===== src/rtl/clk_rst_sequencer.sv =====
// clk_rst_sequencer
//   Brings up a two-DCM clock chain (multiplier DCM, then phase-shift DCM)
//   and releases the core and DDR resets once both locks have been stable
//   for a settle window. Lost locks and lock timeouts restart the sequence.
//
// Ports
//   clk          raw board clock, free-running; the only clock of this block
//   rstN         asynchronous active-low reset
//   rstReq       debounced user reset request, active-high level, clk domain
//   mulLocked    multiplier DCM lock flag (asynchronous)
//   phaseLocked  phase-shift DCM lock flag (asynchronous)
//   mulRst       active-high reset to the multiplier DCM
//   phaseRst     active-high reset to the phase-shift DCM
//   sysRst       active-high core logic reset
//   memRst       active-high DDR interface reset (released STAGGER after sysRst)
//   ready        high once memRst has been released
//   fault        retry budget exhausted (only with CLK_SEQ_RETRY_LIMIT_EN)
//   retryCount   retry events since the last reset (only with CLK_SEQ_RETRY_LIMIT_EN)
//
// Build option
//   CLK_SEQ_RETRY_LIMIT_EN  defined: count retries, enter FAULT after MAX_RETRY.
//                           undefined: retry forever; fault and retryCount are 0.

module clk_rst_sequencer #(
  parameter int HOLD_CYCLES   = 3,
  parameter int LOCK_TIMEOUT  = 50000,
  parameter int SETTLE_CYCLES = 256,
  parameter int STAGGER       = 16,
  parameter int MAX_RETRY     = 7
) (
  input  logic       clk,
  input  logic       rstN,
  input  logic       rstReq,
  input  logic       mulLocked,
  input  logic       phaseLocked,
  output logic       mulRst,
  output logic       phaseRst,
  output logic       sysRst,
  output logic       memRst,
  output logic       ready,
  output logic       fault,
  output logic [3:0] retryCount
);

  // One shared counter serves as hold, timeout, settle and stagger counter;
  // it is cleared on every state entry, so one width covers all uses.
  localparam int MaxA   = (HOLD_CYCLES > LOCK_TIMEOUT) ? HOLD_CYCLES : LOCK_TIMEOUT;
  localparam int MaxB   = (SETTLE_CYCLES > STAGGER) ? SETTLE_CYCLES : STAGGER;
  localparam int CntMax = (MaxA > MaxB) ? MaxA : MaxB;
  localparam int CW     = $clog2(CntMax + 1);

  localparam logic [CW-1:0] HoldEnd    = CW'(HOLD_CYCLES - 1);
  localparam logic [CW-1:0] TimeoutEnd = CW'(LOCK_TIMEOUT - 1);
  localparam logic [CW-1:0] SettleEnd  = CW'(SETTLE_CYCLES - 1);
  localparam logic [CW-1:0] StaggerEnd = CW'(STAGGER);

  typedef enum logic [2:0] {
    RST_MUL, WAIT_MUL, RST_PHASE, WAIT_PHASE, SETTLE, RUN, FAULT
  } seqState;

  seqState       state, stateNxt;
  logic [CW-1:0] cnt, cntNxt;
  logic [1:0]    mulSync, phaseSync;
  logic          mulLk, phaseLk, lost, retryEv;
  logic          mulRstNxt, phaseRstNxt, sysRstNxt, memRstNxt, readyNxt;

`ifdef CLK_SEQ_RETRY_LIMIT_EN
  // Clamp so a MAX_RETRY above the 4-bit saturation point never faults.
  localparam logic [4:0] FaultAt = (MAX_RETRY > 15) ? 5'd16 : 5'(MAX_RETRY);
  logic [3:0] retryCnt, retryNxt;
`endif

  // Lock flags come from the DCMs' own clock domains.
  always_ff @(posedge clk or negedge rstN) begin
    if (!rstN) begin
      mulSync   <= 2'b00;
      phaseSync <= 2'b00;
    end else begin
      mulSync   <= {mulSync[0], mulLocked};
      phaseSync <= {phaseSync[0], phaseLocked};
    end
  end

  assign mulLk   = mulSync[1];
  assign phaseLk = phaseSync[1];
  assign lost    = !(mulLk && phaseLk);

  always_ff @(posedge clk or negedge rstN) begin
    if (!rstN) begin
      state    <= RST_MUL;
      cnt      <= '0;
      mulRst   <= 1'b1;
      phaseRst <= 1'b1;
      sysRst   <= 1'b1;
      memRst   <= 1'b1;
      ready    <= 1'b0;
`ifdef CLK_SEQ_RETRY_LIMIT_EN
      retryCnt <= 4'd0;
      fault    <= 1'b0;
`endif
    end else begin
      state    <= stateNxt;
      cnt      <= cntNxt;
      mulRst   <= mulRstNxt;
      phaseRst <= phaseRstNxt;
      sysRst   <= sysRstNxt;
      memRst   <= memRstNxt;
      ready    <= readyNxt;
`ifdef CLK_SEQ_RETRY_LIMIT_EN
      retryCnt <= retryNxt;
      fault    <= (stateNxt == FAULT);
`endif
    end
  end

  always_comb begin
    stateNxt = state;
    retryEv  = 1'b0;
`ifdef CLK_SEQ_RETRY_LIMIT_EN
    retryNxt = retryCnt;
`endif

    case (state)
      RST_MUL:    if (cnt == HoldEnd) stateNxt = WAIT_MUL;
      WAIT_MUL:   if (mulLk) stateNxt = RST_PHASE;
                  else if (cnt == TimeoutEnd) retryEv = 1'b1;
      RST_PHASE:  if (cnt == HoldEnd) stateNxt = WAIT_PHASE;
      WAIT_PHASE: if (phaseLk) stateNxt = SETTLE;
                  else if (cnt == TimeoutEnd) retryEv = 1'b1;
      SETTLE:     if (lost) retryEv = 1'b1;
                  else if (cnt == SettleEnd) stateNxt = RUN;
      RUN:        if (lost) retryEv = 1'b1;
      FAULT:      stateNxt = FAULT;
      default:    stateNxt = RST_MUL;
    endcase

    if (retryEv) begin
`ifdef CLK_SEQ_RETRY_LIMIT_EN
      retryNxt = (retryCnt == 4'hF) ? 4'hF : retryCnt + 4'd1;
      stateNxt = ({1'b0, retryNxt} >= FaultAt) ? FAULT : RST_MUL;
`else
      stateNxt = RST_MUL;
`endif
    end

    // User request overrides everything, including a same-cycle lock drop.
    if (rstReq) begin
      stateNxt = RST_MUL;
`ifdef CLK_SEQ_RETRY_LIMIT_EN
      retryNxt = 4'd0;
`endif
    end

    // rstReq re-enters RST_MUL even from RST_MUL, so it also clears the count.
    if (stateNxt != state || rstReq)
      cntNxt = '0;
    else if (state == FAULT || (state == RUN && cnt == StaggerEnd))
      cntNxt = cnt;
    else
      cntNxt = cnt + CW'(1);

    // Outputs are decoded from the next state so they register with it.
    mulRstNxt   = (stateNxt == RST_MUL) || (stateNxt == FAULT);
    phaseRstNxt = (stateNxt == RST_MUL) || (stateNxt == WAIT_MUL) ||
                  (stateNxt == RST_PHASE) || (stateNxt == FAULT);
    sysRstNxt   = (stateNxt != RUN);
    memRstNxt   = !((stateNxt == RUN) && (cntNxt == StaggerEnd));
    readyNxt    = !memRstNxt;
  end

`ifdef CLK_SEQ_RETRY_LIMIT_EN
  assign retryCount = retryCnt;
`else
  assign retryCount = 4'd0;
  assign fault      = 1'b0;
`endif

endmodule


===== config.mk =====
export PLATFORM = sky130hd
export DESIGN_NAME = clk_rst_sequencer
export DESIGN_NICKNAME = d
export VERILOG_FILES = /design/src/rtl/clk_rst_sequencer.sv
export SDC_FILE = /design/constraint.sdc
export NUM_CORES = 1
export LEC_CHECK = 0
export BUFFER_PORTS_ARGS = -buffer_cell sky130_fd_sc_hd__buf_2
export CAP_MARGIN = 20
export CORE_MARGIN = 2
export CORE_UTILIZATION = 60
export CTS_CLUSTER_DIAMETER = 40
export CTS_CLUSTER_SIZE = 28
export DETAILED_ROUTE_END_ITERATION = 10
export HOLD_SLACK_MARGIN = 0.1
export PLACE_DENSITY = 0.8
export SYNTH_ARGS = -nofsm -noshare
export SYNTH_HDL_FRONTEND = slang
export SYNTH_SLANG_ARGS = --single-unit

===== constraint.sdc =====
create_clock -name clk -period 5.8 [get_ports clk]
set_clock_uncertainty 0.1 [all_clocks]
set_input_delay 0.29 -clock clk [delete_from_list [all_inputs] [get_ports clk]]
set_output_delay 0.29 -clock clk [all_outputs]
set_load 0.03 [all_outputs]

==> results.txt <==
----------------------------------------------------
[Die]
  Total Die Area ... approximately 0.0033 sq mm
  Core Box Area ... approximately 0.0028 sq mm
  Die width ... 57.7 microns
  Placement row count ... 19
  Top-Level Pins ... 15
  Initial Utilization ... 0.627
  Die Y-Extent ... 57.7 microns

[STA]
  Post-route clock period utilization ... 0.494
  Final TNS setup ... 0 ns
  RSZ-0062 raised after global routing ... no
  Transition time at the pin with the least slew margin ... between 0.7 and 0.8 ns
  Highest Clock Rate ... about 0.35 GHz
  Final critical delay including setup and external delays ... roughly 2.9 ns
  Max-slew violation count ... 0
  Setup violators final ... 0
  Final-report hold violation count ... 0
  Setup slack after layout ... slightly below 3 ns
  Relative slew slack ... 0.486

[Cells and area]
  Final nets ... between 200 and 250
  Layout overhead on the synthesized area ... 3.40%
  FF+latch area ... ~710 sq um
  Count of antenna diodes in the layout ... 0
  Fraction of layout cells with a size suffix above 1 ... 0.144
  Final-layout fill cell count ... 220
  Utilization after layout ... 0.648
  Area used by multi-input combinational logic ... approximately 920 sq um
  Final std cell area, no fill ... ~0.0018 sq mm

[Route]
  Avg Vias per Cell ... ~6.0
  Iteration-0 DRC count of the detailed router ... 43
  Detailed-route DRC error count ... 0
  Final ANT Viol Nets ... 0
  Wirelength, routed ... about 3200 microns
  First-pass DRT Iterations ... 4
  Routed wire per std cell ... around 14 microns
  Total number of vias ... approximately 1400

[Clock tree]
  Clk sinks ... 28
  Number of gates resized after cts ... 0
  Root Buffer ... sky130_fd_sc_hd__clkbuf_4
  Clock input transition at the sequential cells of the worst setup and hold paths ... approximately 0.15 ns
  Number of CTS-inserted buffers ... 3
  CTS tree ... yes
  Maximum root-to-sink buffer count ... 2
  Count of H-tree levels built during CTS ... 1
  Clk_lat worst skew ... 0.32 ns

[Setup path]
  Maximum fanout encountered on the critical timing path ... 8
  CP Capture Type ... flip-flop
  Count of buffer and inverter cells on the critical path ... 0
  Family with the most delay on the worst path ... simple AND/OR/NAND/NOR gates
  Critical path's slowest cell ... sky130_fd_sc_hd__nor4_1
  Class of the most critical setup path ... flip-flop to flip-flop
  CP required ... slightly below 6 ns
  Startpoint kind of the worst setup timing path ... flip-flop
  CP Cell Sequence ... nand4_1 > nor4_1 > mux2i_1 > a31oi_1 > nand4b_1 > or4_1
  Crit path largest cell delay ... ~0.75 ns
  Arrival time reported for the critical path endpoint ... 3.03 ns

[Pwr]
  Share of total power in the clock network ... 0.225
  Total power ... between 0.4 and 0.5 mW
  PwrDens ... 237 mW/mm^2
  Net switching power ... 0.139 mW
  Design internal power ... about 0.28 mW
  Lkg Pwr ... about 0.71 nW
  Part of the total power dissipated in combinational logic ... 0.240
  Switch share ... 0.329
  VDD IR max ... 0.201 mV
  Sequential group share of total power ... 0.535

[Synth]
  Mapped Area ... ~0.0017 sq mm
  Post-synthesis instance total ... 191
  Count of synthesis-stage warnings from yosys ... 0
  Post-synthesis average cell area ... roughly 9.1 sq um
  Unique masters post-synth ... 47
  Sequential element share of the synthesized area ... 0.408
  Register bit total from synthesis ... 28

[Global route]
  Number of global-route vias before repair ... 1195
  Pin count of the biggest net entering global routing ... 29
  Global-route total usage across every layer ... 0.207
  Number of antenna violations at the first check in global routing ... 0
  Remaining Overflow, GRT ... 0
  Global-route wire length before repair ... around 5400 microns

[Place]
  Post-placement worst setup slack ... approximately 3.0 ns
  Port-buffer cells ... 9
  Total half-perimeter wirelength after legalization and detailed placement ... between 2000 and 2500 microns
  Global placement routability congestion ... 0.877
  Dpl cell area ... roughly 0.0017 sq mm

[Hold path]
  Hold crit path type ... input pin to flip-flop

[Flow run]
  Max-capacitance violation count ... 0

[Status]
  Outcome ... complete, no violations

----------------------------------------------------
==> cells in the final DEF (no fill, tap or decap), types with 2 or more instances in the layout <==
master,count
sky130_fd_sc_hd__or2_2,2
sky130_fd_sc_hd__nand3b_1,2
sky130_fd_sc_hd__nand2_1,15
sky130_fd_sc_hd__a21oi_1,4
sky130_fd_sc_hd__nand3_1,10
sky130_fd_sc_hd__or4_4,3
sky130_fd_sc_hd__o21ai_0,4
sky130_fd_sc_hd__dfrtp_1,24
sky130_fd_sc_hd__nor2_1,27
sky130_fd_sc_hd__inv_1,4
sky130_fd_sc_hd__ha_1,3
sky130_fd_sc_hd__a31oi_1,3
sky130_fd_sc_hd__or4_1,3
sky130_fd_sc_hd__nor4_1,6
sky130_fd_sc_hd__o31ai_1,2
sky130_fd_sc_hd__nand4_1,3
sky130_fd_sc_hd__nand2b_1,4
sky130_fd_sc_hd__dlygate4sd3_1,3
sky130_fd_sc_hd__clkbuf_4,3
sky130_fd_sc_hd__buf_2,9
sky130_fd_sc_hd__dfstp_2,4
sky130_fd_sc_hd__conb_1,5
sky130_fd_sc_hd__nand4b_1,3
sky130_fd_sc_hd__nor3_1,8
sky130_fd_sc_hd__nor3b_1,3
sky130_fd_sc_hd__xor2_1,9
sky130_fd_sc_hd__xnor2_1,8
sky130_fd_sc_hd__mux2i_1,3
==> kinds of logic (layout without fill, tap and decap cells) <==
| logic type | count (synthesis) | after routing | synth area share |
|---|---|---|---|
| compound gates | 23 | 23 | 0.0934 |
| xor+xnor | 17 | 17 | 0.0861 |
| fa+ha+maj | 3 | 3 | 0.0217 |
| buf+inv | 21 | 20 | 0.0702 |
| flops | 28 | 28 | 0.408 |
| mux | 3 | 3 | 0.0174 |
| other cells | 1 | 5 | 0.00217 |
| simple gates | 95 | 95 | 0.301 |
==> power by group through the flow <==
stage	Sequential, mW	Combinational [mW]	Clock (mW)
2_1_floorplan	0.226	0.0806	0
3_3_place_gp	0.229	0.0947	0
3_5_place_dp	0.230	0.0988	0
4_1_cts	0.226	0.101	0.0982
5_1_grt	0.230	0.114	0.104
6_report	0.227	0.102	0.0954
==> worst reg2reg max path, stage by stage, from the launching register on <==
cell and delay (ns):
sky130_fd_sc_hd__dfrtp_1 0.53, sky130_fd_sc_hd__nand4_1 0.32, sky130_fd_sc_hd__nor4_1 0.75, sky130_fd_sc_hd__mux2i_1 0.26, sky130_fd_sc_hd__a31oi_1 0.10, sky130_fd_sc_hd__nand4b_1 0.21
sky130_fd_sc_hd__or4_1 0.53
==> stage by stage <==
step | hold slack (ns) | instances
2_1_floorplan | -0.106 | 195
3_3_place_gp | 0.227 | 218
3_5_place_dp | 0.233 | 218
4_1_cts | 0.167 | 225
5_1_grt | 0.183 | 225
6_report | 0.167 | 225
==> state kept, by name, indices dropped and copies added (netlist names) <==
signal / count
ready: 1
mulSync: 2
memRst: 1
phaseSync: 2
sysRst: 1
cnt: 16
mulRst: 1
phaseRst: 1
state: 3
==> routing by layer <==
| layer | vias up | GRT usage | part of all wire |
|---|---|---|---|
| met4 | 0 | 0.0598 | 0.0090 |
| met3 | 4 | 0.0201 | 0.037 |
| met5 | - | 0 | 0 |
| li1 | 666 | - | - |
| met1 | 655 | 0.297 | 0.47 |
| met2 | 36 | 0.336 | 0.49 |
==> cells in the mapped netlist (all sizes together) <==
cell      n  share of area
dfrtp    24           0.35
conb      1         0.0022
nand3b    2         0.0087
o22ai     1         0.0036
o311ai    1         0.0051
inv       4         0.0087
o31a      1         0.0051
mux2i     3          0.017
nor4      7          0.029
nand2    15          0.033
xnor2     8          0.041
nor2     27          0.059
or4       6          0.033
o21bai    1         0.0043
o21ai     5          0.021
or3b      2          0.012
or2       2         0.0072
dfstp     4          0.061
o2bb2ai   1         0.0051
nand2b    4          0.014
a21oi     4          0.012
a31oi     3          0.011
o21a      1         0.0043
buf      14          0.054
and3b     1         0.0051
ha        3          0.022
xor2      9          0.046
a31o      1         0.0051
or3       1         0.0065
nand4     3          0.011
nand3    10          0.029
nor3b     3          0.013
clkbuf    3         0.0072
nor3      8          0.023
nand4b    3          0.015
a22oi     1         0.0043
nor2b     1         0.0036
a211oi    1         0.0043
o31ai     2         0.0087
==> final timing paths <==
| path | startpoint | end | slack, ns | depth (start not counted) |
|---|---|---|---|---|
| max reg2reg | cnt[5] | memRst | 2.93 | 6 |
| max in group asynchronous | rstN | cnt[15] | 4.83 | 2 |
| min | rstReq | cnt[4] | 0.17 | 4 |
| min reg2reg | mulSync[0] | mulSync[1] | 0.27 | 0 |
| max | cnt[5] | memRst | 2.93 | 6 |
| min in group asynchronous | rstN | state[2] | 0.38 | 2 |
==> cell type report <==
cell class | count | area share
inverter | 4 | 0.00840
sequential | 28 | 0.395
clock buffer | 4 | 0.0203
tap | 31 | 0.0217
multi-input combinational | 146 | 0.513
timing repair buffer | 12 | 0.0420
==> what timing repair did <==
action / 4_1_cts / 5_1_grt
buffers inserted: 0 / 0
hold endpoints to repair: 26 / 0
hold buffers: 3 / 0
Note: power is estimated with default switching activity, not from simulation.
